## config.mk

```make
export PLATFORM = sky130hd
export DESIGN_NAME = lpc_io_target
export DESIGN_NICKNAME = d
export VERILOG_FILES = /design/src/rtl/lpc_io_target_pkg.sv /design/src/rtl/lpc_sync_fifo.sv /design/src/rtl/lpc_io_target.sv
export SDC_FILE = /design/constraint.sdc
export NUM_CORES = 1
export LEC_CHECK = 0
export CAP_MARGIN = 15
export CORE_MARGIN = 10
export CORE_UTILIZATION = 30
export DETAILED_ROUTE_END_ITERATION = 6
export GPL_TIMING_DRIVEN = 0
export RECOVER_POWER = 50
export SLEW_MARGIN = 5
export SYNTH_ARGS = -nofsm -noshare
export SYNTH_HDL_FRONTEND = slang
export SYNTH_SLANG_ARGS = --single-unit
```

## constraint.sdc

```tcl
create_clock -name clk_i -period 2.15 [get_ports clk_i]
set_input_delay 0.215 -clock clk_i [delete_from_list [all_inputs] [get_ports clk_i]]
set_output_delay 0.215 -clock clk_i [all_outputs]
set_load 0.005 [all_outputs]
```

## src/rtl/lpc_io_target_pkg.sv

```systemverilog
// Shared LPC I/O target definitions: register offsets, STATUS/CTRL bit positions,
// FSM state encodings and the value returned for unmapped reads.
package lpc_io_target_pkg;

    localparam logic [1:0] OFS_SCRATCH = 2'd0;
    localparam logic [1:0] OFS_STATUS  = 2'd1;
    localparam logic [1:0] OFS_CTRL    = 2'd2;
    localparam logic [1:0] OFS_MBOX    = 2'd3;

    localparam int STAT_OVF     = 7;
    localparam int STAT_FULL    = 6;
    localparam int STAT_EMPTY   = 5;
    localparam int CTRL_IRQ_EN  = 7;
    localparam int CTRL_OVF_CLR = 6;

    localparam logic [7:0] RD_UNMAPPED = 8'hFF;

    typedef enum logic [1:0] {
        ST_IDLE    = 2'd0,
        ST_WR_ACK  = 2'd1,
        ST_RD_WAIT = 2'd2,
        ST_RD_ACK  = 2'd3
    } lpc_state_e;

    // STATUS only has five bits for the FIFO count, so larger counts pin at 31.
    function automatic logic [4:0] sat_count(input logic [8:0] c);
        return (c > 9'd31) ? 5'd31 : c[4:0];
    endfunction

endpackage

```

## src/rtl/lpc_sync_fifo.sv

```systemverilog
// Small synchronous FIFO with push/pop/full/empty/count and synchronous active-low reset.
// A push while full is accepted only when a pop happens in the same cycle.
// The head reads 0 while the FIFO is empty.
module lpc_sync_fifo #(
    parameter int WIDTH = 8,
    parameter int DEPTH = 16
) (
    input  logic                   clk_i,
    input  logic                   nrst_i,
    input  logic                   push_i,
    input  logic [WIDTH-1:0]       din_i,
    input  logic                   pop_i,
    output logic [WIDTH-1:0]       dout_o,
    output logic                   full_o,
    output logic                   empty_o,
    output logic [$clog2(DEPTH):0] count_o
);
    localparam int AW = $clog2(DEPTH);
    localparam int CW = AW + 1;

    logic [WIDTH-1:0] mem [DEPTH];
    logic [AW-1:0]    wr_ptr;
    logic [AW-1:0]    rd_ptr;
    logic [CW-1:0]    count;
    logic             do_push;
    logic             do_pop;

    assign full_o  = (count == CW'(DEPTH));
    assign empty_o = (count == '0);
    assign count_o = count;
    assign do_pop  = pop_i && !empty_o;
    assign do_push = push_i && (!full_o || do_pop);
    assign dout_o  = empty_o ? '0 : mem[rd_ptr];

    // Pointer and occupancy bookkeeping.
    always_ff @(posedge clk_i) begin
        if (!nrst_i) begin
            wr_ptr <= '0;
            rd_ptr <= '0;
            count  <= '0;
        end else begin
            if (do_push) wr_ptr <= wr_ptr + 1'b1;
            if (do_pop)  rd_ptr <= rd_ptr + 1'b1;
            count <= count + CW'(do_push) - CW'(do_pop);
        end
    end

    // Storage is not reset; the empty gating on dout_o hides stale contents.
    always_ff @(posedge clk_i) begin
        if (do_push) mem[wr_ptr] <= din_i;
    end

endmodule

```

## src/rtl/lpc_io_target.sv

```systemverilog
// LPC I/O target: 4-byte register window, port-80 POST capture and mailbox
// behind the LPC peripheral's write-strobe / read-request handshake.
// Optional feature macro: LPC_IO_TARGET_PORT80_EN (POST FIFO and port-80 decode).
//
// state      | meaning
// -----------+------------------------------------------------------
// ST_IDLE    | waiting for a write strobe or a read-request rising edge
// ST_WR_ACK  | write done, holding wr_done until the strobe drops
// ST_RD_WAIT | counting down RD_WAIT clocks before presenting data
// ST_RD_ACK  | holding data_rd/data until the request drops
module lpc_io_target
    import lpc_io_target_pkg::*;
#(
    parameter logic [15:0] BASE_ADDR   = 16'h0E00,
    parameter logic [15:0] PORT80_ADDR = 16'h0080,
    parameter int          FIFO_DEPTH  = 16,
    parameter int          RD_WAIT     = 2
) (
    input  logic        clk_i,
    input  logic        nrst_i,
    input  logic [15:0] lpc_addr_i,
    input  logic [7:0]  lpc_data_i,
    input  logic        lpc_data_wr_i,
    output logic        lpc_wr_done_o,
    input  logic        lpc_data_req_i,
    output logic        lpc_data_rd_o,
    output logic [7:0]  lpc_data_o,
    output logic [3:0]  irq_num_o,
    output logic        interrupt_o,
    input  logic [7:0]  dev_data_i,
    input  logic        dev_valid_i,
    output logic        dev_full_o,
    output logic [7:0]  post_code_o,
    output logic        post_valid_o,
    input  logic        post_pop_i
);
    if (PORT80_ADDR[15:2] == BASE_ADDR[15:2]) begin : g_bad_map
        $error("lpc_io_target: PORT80_ADDR overlaps the BASE_ADDR window");
    end
    if (RD_WAIT < 0 || RD_WAIT > 15) begin : g_bad_wait
        $error("lpc_io_target: RD_WAIT must be 0..15");
    end

    lpc_state_e state;
    logic [3:0] wait_cnt;
    logic       req_q;
    logic       rd_is_mbox;
    logic [7:0] scratch;
    logic       irq_en;
    logic [3:0] irq_num;
    logic [7:0] mbox;
    logic       dev_full;
    logic [7:0] port80_q;
    logic [7:0] status;
    logic [7:0] rd_val;
    logic       win_hit;
    logic       p80_hit;
    logic       wr_fire;
    logic       wr_ctrl;
    logic       mbox_clr;

    assign win_hit  = (lpc_addr_i[15:2] == BASE_ADDR[15:2]);
    assign wr_fire  = (state == ST_IDLE) && lpc_data_wr_i;
    assign wr_ctrl  = wr_fire && win_hit && (lpc_addr_i[1:0] == OFS_CTRL);
    assign mbox_clr = (state == ST_RD_ACK) && !lpc_data_req_i && rd_is_mbox;

    assign irq_num_o  = irq_num;
    assign dev_full_o = dev_full;

`ifdef LPC_IO_TARGET_PORT80_EN
    localparam int CW = $clog2(FIFO_DEPTH) + 1;

    logic [CW-1:0] fifo_count;
    logic          fifo_full;
    logic          fifo_empty;
    logic          fifo_push;
    logic          overflow;

    assign p80_hit      = (lpc_addr_i == PORT80_ADDR);
    assign fifo_push    = wr_fire && p80_hit;
    assign post_valid_o = !fifo_empty;

    lpc_sync_fifo #(
        .WIDTH (8),
        .DEPTH (FIFO_DEPTH)
    ) u_post_fifo (
        .clk_i   (clk_i),
        .nrst_i  (nrst_i),
        .push_i  (fifo_push),
        .din_i   (lpc_data_i),
        .pop_i   (post_pop_i),
        .dout_o  (post_code_o),
        .full_o  (fifo_full),
        .empty_o (fifo_empty),
        .count_o (fifo_count)
    );

    // Last POST byte for read-back, and the sticky overflow flag (a new overflow beats a clear).
    always_ff @(posedge clk_i) begin
        if (!nrst_i) begin
            port80_q <= '0;
            overflow <= 1'b0;
        end else begin
            if (fifo_push) port80_q <= lpc_data_i;
            if (fifo_push && fifo_full && !post_pop_i) overflow <= 1'b1;
            else if (wr_ctrl && lpc_data_i[CTRL_OVF_CLR]) overflow <= 1'b0;
        end
    end

    always_comb begin
        status                       = '0;
        status[STAT_OVF]             = overflow;
        status[STAT_FULL]            = dev_full;
        status[STAT_EMPTY]           = fifo_empty;
        status[4:0]                  = sat_count(9'(fifo_count));
    end
`else
    logic unused_cfg;

    assign unused_cfg   = post_pop_i ^ (FIFO_DEPTH == 0);
    assign p80_hit      = 1'b0;
    assign port80_q     = '0;
    assign post_code_o  = '0;
    assign post_valid_o = 1'b0;

    always_comb begin
        status             = '0;
        status[STAT_FULL]  = dev_full;
        status[STAT_EMPTY] = 1'b1;
    end
`endif

    // Read mux for the currently addressed register.
    always_comb begin
        rd_val = RD_UNMAPPED;
        if (win_hit) begin
            case (lpc_addr_i[1:0])
                OFS_SCRATCH: rd_val = scratch;
                OFS_STATUS:  rd_val = status;
                OFS_CTRL:    rd_val = {irq_en, 3'b000, irq_num};
                OFS_MBOX:    rd_val = mbox;
                default:     rd_val = RD_UNMAPPED;
            endcase
        end else if (p80_hit) begin
            rd_val = port80_q;
        end
    end

    // Handshake FSM; a write strobe in IDLE takes priority over a request edge.
    always_ff @(posedge clk_i) begin
        if (!nrst_i) begin
            state         <= ST_IDLE;
            wait_cnt      <= '0;
            req_q         <= 1'b0;
            rd_is_mbox    <= 1'b0;
            lpc_wr_done_o <= 1'b0;
            lpc_data_rd_o <= 1'b0;
            lpc_data_o    <= RD_UNMAPPED;
        end else begin
            req_q <= lpc_data_req_i;
            case (state)
                ST_IDLE: begin
                    if (lpc_data_wr_i) begin
                        lpc_wr_done_o <= 1'b1;
                        state         <= ST_WR_ACK;
                    end else if (lpc_data_req_i && !req_q) begin
                        wait_cnt <= 4'(RD_WAIT);
                        state    <= ST_RD_WAIT;
                    end
                end
                ST_WR_ACK: begin
                    if (!lpc_data_wr_i) begin
                        lpc_wr_done_o <= 1'b0;
                        state         <= ST_IDLE;
                    end
                end
                ST_RD_WAIT: begin
                    if (!lpc_data_req_i) begin
                        state <= ST_IDLE;
                    end else if (wait_cnt == '0) begin
                        lpc_data_o    <= rd_val;
                        lpc_data_rd_o <= 1'b1;
                        rd_is_mbox    <= win_hit && (lpc_addr_i[1:0] == OFS_MBOX);
                        state         <= ST_RD_ACK;
                    end else begin
                        wait_cnt <= wait_cnt - 1'b1;
                    end
                end
                ST_RD_ACK: begin
                    if (!lpc_data_req_i) begin
                        lpc_data_rd_o <= 1'b0;
                        rd_is_mbox    <= 1'b0;
                        state         <= ST_IDLE;
                    end
                end
                default: state <= ST_IDLE;
            endcase
        end
    end

    // Register file, mailbox and registered interrupt; a new mailbox byte beats the read clear.
    always_ff @(posedge clk_i) begin
        if (!nrst_i) begin
            scratch     <= '0;
            irq_en      <= 1'b0;
            irq_num     <= '0;
            mbox        <= '0;
            dev_full    <= 1'b0;
            interrupt_o <= 1'b0;
        end else begin
            if (wr_fire && win_hit && (lpc_addr_i[1:0] == OFS_SCRATCH)) scratch <= lpc_data_i;
            if (wr_ctrl) begin
                irq_en  <= lpc_data_i[CTRL_IRQ_EN];
                irq_num <= lpc_data_i[3:0];
            end
            if (dev_valid_i) begin
                mbox     <= dev_data_i;
                dev_full <= 1'b1;
            end else if (mbox_clr) begin
                dev_full <= 1'b0;
            end
            interrupt_o <= irq_en & dev_full;
        end
    end

endmodule

```

=== Yosys cells after proc, flatten, opt, wreduce, memory -nomap -nowiden ===
Cells that the tools add are included.

* Register bits after elaboration: 41
* Output and inout bits: 25
* Bits in latches: 0
* Memories kept: 0
* Memory bits (writable): 0
* Word-level logic and storage cells: 80
* Bits in read-only memories: 0
* Input bits: 38

* Multipliers: 0
* Add/sub/neg operators: 1
* Magnitude comparators: 0
* Div/mod/pow operators: 0
* Reduce and logical (&&, ||, !) cells: 22
* Eq/ne operators: 17
* Shifts and indexed selects: 0
* Mux-type cells: 26
* Bitwise operators: 1

{| class="wikitable"
|+ Operators by type and width
! kind !! number
|-
| $pmux 8 s4 || 1
|-
| $mux 4 || 4
|-
| $eq 14x10->1 const B || 1
|-
| $ne 2x2->1 const B || 7
|-
| $mux 2 || 6
|-
| $mux 1 || 9
|-
| $eq 2x2->1 const B || 4
|-
| $logic_and 1x1->1 || 8
|-
| $mux 8 || 1
|-
| $pmux 2 s4 || 1
|-
| $pmux 4 s2 || 1
|-
| $reduce_and 4->1 || 2
|-
| $reduce_bool 2->1 || 4
|-
| $pmux 1 s2 || 3
|-
| $reduce_and 3->1 || 2
|-
| $reduce_and 5->1 || 1
|-
| $eq 2x1->1 const B || 2
|-
| $logic_not 2->1 || 2
|-
| $logic_not 4->1 || 1
|-
| $sub 4x1->4 const B || 1
|-
| $ne 3x2->1 const B || 1
|-
| $ne 3x3->1 const B || 1
|-
| $logic_not 1->1 || 2
|-
| $ne 2x1->1 const B || 1
|-
| $and 1x1->1 || 1
|}

=== Logic depth before layout (Yosys ltp) ===
* Depth in word-level cells: 5
* Depth in mapped cells: 7
* Mapped depth without buffers: 6

=== Worst setup path after synthesis ===
OpenSTA, ideal clock, no wires.

* Path kind: reg-to-reg
* Start point: reg wait_cnt[0]
* End point: reg rd_is_mbox
* Data required time: 2.036 ns
* Period minus slack after synthesis: 1.606 ns
* Buffers on the path: 1
* Arrival time: 1.491 ns
* Setup time: 0.114 ns
* Cell stages (with the launch flop): 8
* Path slack: 0.544 ns
* Cell sequence: dfxtp_1 > inv_1 > ha_1 > nor3b_2 > and4_1 > and4_1 > buf_4 > a2bb2o_4

* Word-level cells in the longest chain between the ends: 3

{| class="wikitable"
|+ RTL lines
! element !! line !! source
|-
| start: declaration || lpc_io_target.sv:45 || <nowiki>logic [3:0] wait_cnt;</nowiki>
|-
| start signal: assignment || lpc_io_target.sv:167 || <nowiki>wait_cnt <= 4'(RD_WAIT);</nowiki>
|-
| start signal: assignment || lpc_io_target.sv:186 || <nowiki>wait_cnt <= wait_cnt - 1'b1;</nowiki>
|-
| $logic_not 4->1 || lpc_io_target.sv:180 || <nowiki>end else if (wait_cnt == '0) begin</nowiki>
|-
| $ne 2x2->1 (no line) || - ||
|-
| $reduce_and 4->1 (no line) || - ||
|-
| end signal: assignment || lpc_io_target.sv:183 || <nowiki>rd_is_mbox <= win_hit && (lpc_addr_i[1:0] == OFS_MBOX);</nowiki>
|-
| end: declaration || lpc_io_target.sv:47 || <nowiki>logic rd_is_mbox;</nowiki>
|}

Every way passes these cells.
A chain may end at the register's enable or synchronous reset.

=== Worst setup path in the final report ===
Same ends and word-level chain as after synthesis.

==> summary.txt <==
GRT
  – Largest net degree at the start of global routing: 14
  – Met1 GRT Util: about an eighth
  – First-pass GRT wire length: between 8000 and 9000 um
  – Grt met3 use: under 10%
  – Global-route usage over all layers: between 10% and 20%
  – Layer with the highest usage: met2
  – Vias in the first global route: 1749
  – Initial antenna violation count: 0
  – Met2 Usage GRT: between 15 and 20%
  – GR Overflow Total: 0

Power
  – LEAKAGE: 1.00 nW
  – Maximum vdd drop: 236 uV
  – Power Dens Cells: roughly 570 nW/um^2

Die
  – Placeable Area: approximately 6400 sq um
  – Die Ht: between 100 and 150 um
  – Initial Utilization: a little under a third
  – Die X: 101 um
  – Area of the die: between 10000 and 15000 sq um
  – Row cnt: 29
  – I/O pin count: 63

Status
  – Status: finished, final reports clean

Logic synthesis
  – Synth top area share: about 42%
  – Number of synthesized flops with an enable pin: 0
  – Commonest cells in the netlist: dfxtp_1 (41), a21oi_1 (20), nand4_1 (15), nor2_1 (13), o21ai_0 (12)
  – Synth area leader: dfxtp_1
  – Asr flop ratio synth: 0%
  – Yosys reg bits: a little over 40
  – Synthesis Warnings: 0
  – Post-Synthesis Cell Area: 1970 sq um
  – Synth Area per Inst: between 9 and 10 sq um
  – Synth cell types: 40
  – Sequential share of the synthesized area: between 40 and 50%
  – Area contributors post-synth: dfxtp_1 (42%), a21oi_1 (5.1%), nand4_1 (4.8%)
  – Dominant synthesized flop cell: dfxtp_1
  – Most instantiated library cell after synthesis: dfxtp_1
  – Synth Instances: around 210

Worst setup path
  – CP arrival: ~2.0 ns
  – Critical Path RT: about 2.3 ns
  – CP Cell Sequence: inv_1 -> ha_1 -> nor3b_2 -> and4_1 -> nand2b_1 -> buf_2 -> a2bb2o_4
  – Crit-path slowest cell: dfxtp_1
  – Crit Path Max Fanout: 8
  – CP peak stage delay: 0.33 ns
  – Critical path class: register to register
  – CP Launch Type: register
  – Kind of end point of the critical path: register

Clocking
  – H-tree depth: 2
  – Clock Tree Root: clkbuf_8
  – Post_cts resized: 0
  – Post-CTS Hold Fix Bufs: 0
  – Number of buffers created by CTS: 5
  – CTS tree: built
  – Clock transition at path regs: ~0.080 ns
  – Post-CTS Setup Bufs: 0
  – Clock sinks: between 40 and 50
  – Clk_lat worst skew: ~0.3 ns
  – Maximum buffer depth of the clock tree: 2

Cells and area
  – Utilization after layout: 41.9%
  – Finished Cell Area: 2680 sq um
  – Inserted Diodes: 0
  – Layout cell share with drive strength beyond 1: 13.9%
  – Area delta synth->final: 35.8%
  – # nets final: 311
  – Layout Cells excl Fill: 350

Timing
  – Tcrit/Tclk final: 82.7%
  – Slew HR: roughly three fifths
  – Fin. max-slew vios: 0
  – Crit path time final: between 1.5 and 2 ns
  – Worst-Margin Slew: around 0.62 ns
  – Final setup fails: 0
  – RSZ-0062 raised after global routing: no
  – Worst Skew: a little over 0.01 ns
  – Post-route setup TNS: 0 ns
  – Final Hold Vio Count: 0
  – Fmax: 563 MHz
  – Worst setup margin: approximately 0.37 ns

Min path
  – Hold WC Path Type: input pin to register

Drt
  – Residual DRC: 0
  – Post-DR wirelength/cell: between 10 and 15 um
  – Final ANT Viol Nets: 0
  – Routed WL: ~5200 um
  – Vias per inst: a little under 5
  – Vias: between 1500 and 2000
  – Pre-antenna DRT Iters: 4
  – DR iter-0 viols: between 70 and 80

Place
  – DP HPWL: slightly above 4000 um
  – Post-Place Setup Slack: 0.130 ns
  – Gpl congestion: 0.787
  – Port Buf Inserts: 50
  – Post-placement cell count: ~340
  – Area post-placement: ~2600 sq um

Job
  – Number of max-cap violations: 0
-- logic make-up after synthesis --
logic type      Yosys count  share of synthesized area, %
buf+inv                  29                          10.7
other cells               1                         0.190
flops                    41                          41.6
compound gates           61                          19.1
simple gates             60                          20.4
mux                      14                          7.42
fa+ha+maj                 1                         0.634
-- area by class of cell --
type / count / area (sq um)
Clock inverter: 2 / 13.8
Multi-Input combinational cell: 145 / 972
Clock buffer: 6 / 82.6
Buffer: 22 / 159
Timing Repair Buffer: 50 / 500
Sequential cell: 41 / 821
Inverter: 7 / 33.8
Tap cell: 77 / 96.3
Fill cell: 642 / 3710
-- state kept, by name (all words and copies together), names as in the netlist, 2 cells and up --
register and cells:
irq_num_o 4, lpc_data_o 8, mbox 8, scratch 8
state 2, wait_cnt 4
-- path summary, 6_finish.rpt --
path	startpoint	endpoint	slack, ns	depth (start not counted)
min reg2reg	scratch[1]	scratch[1]	0.48	2
min	lpc_addr_i[1]	lpc_data_o[2]	0.37	3
max	wait_cnt[0]	rd_is_mbox	0.37	7
max reg2reg	wait_cnt[0]	rd_is_mbox	0.37	7
-- layout by cell type (no fill, tap or decap), drive strengths merged, types with 3 or more instances in the layout --
| cell | Yosys | layout |
|---|---|---|
| nand2 | 4 | 4 |
| dlygate4sd3 | 0 | 15 |
| and4 | 3 | 3 |
| mux2 | 5 | 5 |
| nor2 | 13 | 13 |
| o21ai | 22 | 22 |
| nand2b | 4 | 4 |
| clkdlybuf4s50 | 0 | 35 |
| conb | 1 | 9 |
| buf | 16 | 15 |
| nor2b | 4 | 4 |
| nand4 | 15 | 15 |
| mux2i | 9 | 9 |
| clkbuf | 6 | 13 |
| inv | 7 | 7 |
| a21oi | 20 | 20 |
| a22oi | 6 | 6 |
| dfxtp | 41 | 41 |
| a2bb2oi | 7 | 7 |
-- per-layer routing --
layer	routed length (um)	vias up
met1	2340	775
met5	0	-
met3	511	6
met2	2290	66
met4	85	0
li1	-	873
-- metrics by stage --
stage	hold WS, ns	total power, mW
final	0.372	1.52
after global placement	0.460	1.01
after floorplan	0.360	0.908
after CTS	0.353	1.54
after detailed placement	0.471	1.01
after global routing	0.381	1.59
-- power breakdown --
part | internal (mW) | switching, mW
combinational | 0.114 | 0.0886
clock | 0.260 | 0.268
sequential | 0.776 | 0.0106
-- critical path, delay by kind of cell, from the launching register on --
family | cells | cell delay [ns]
AO/OA/AOI/OAI | 1 | 0.23
adder cells (fa/ha/maj) | 1 | 0.17
buffers and inverters | 2 | 0.28
flip-flops | 1 | 0.33
AND/OR/NAND/NOR | 3 | 0.67
Note: power is estimated with default switching activity, not from simulation.
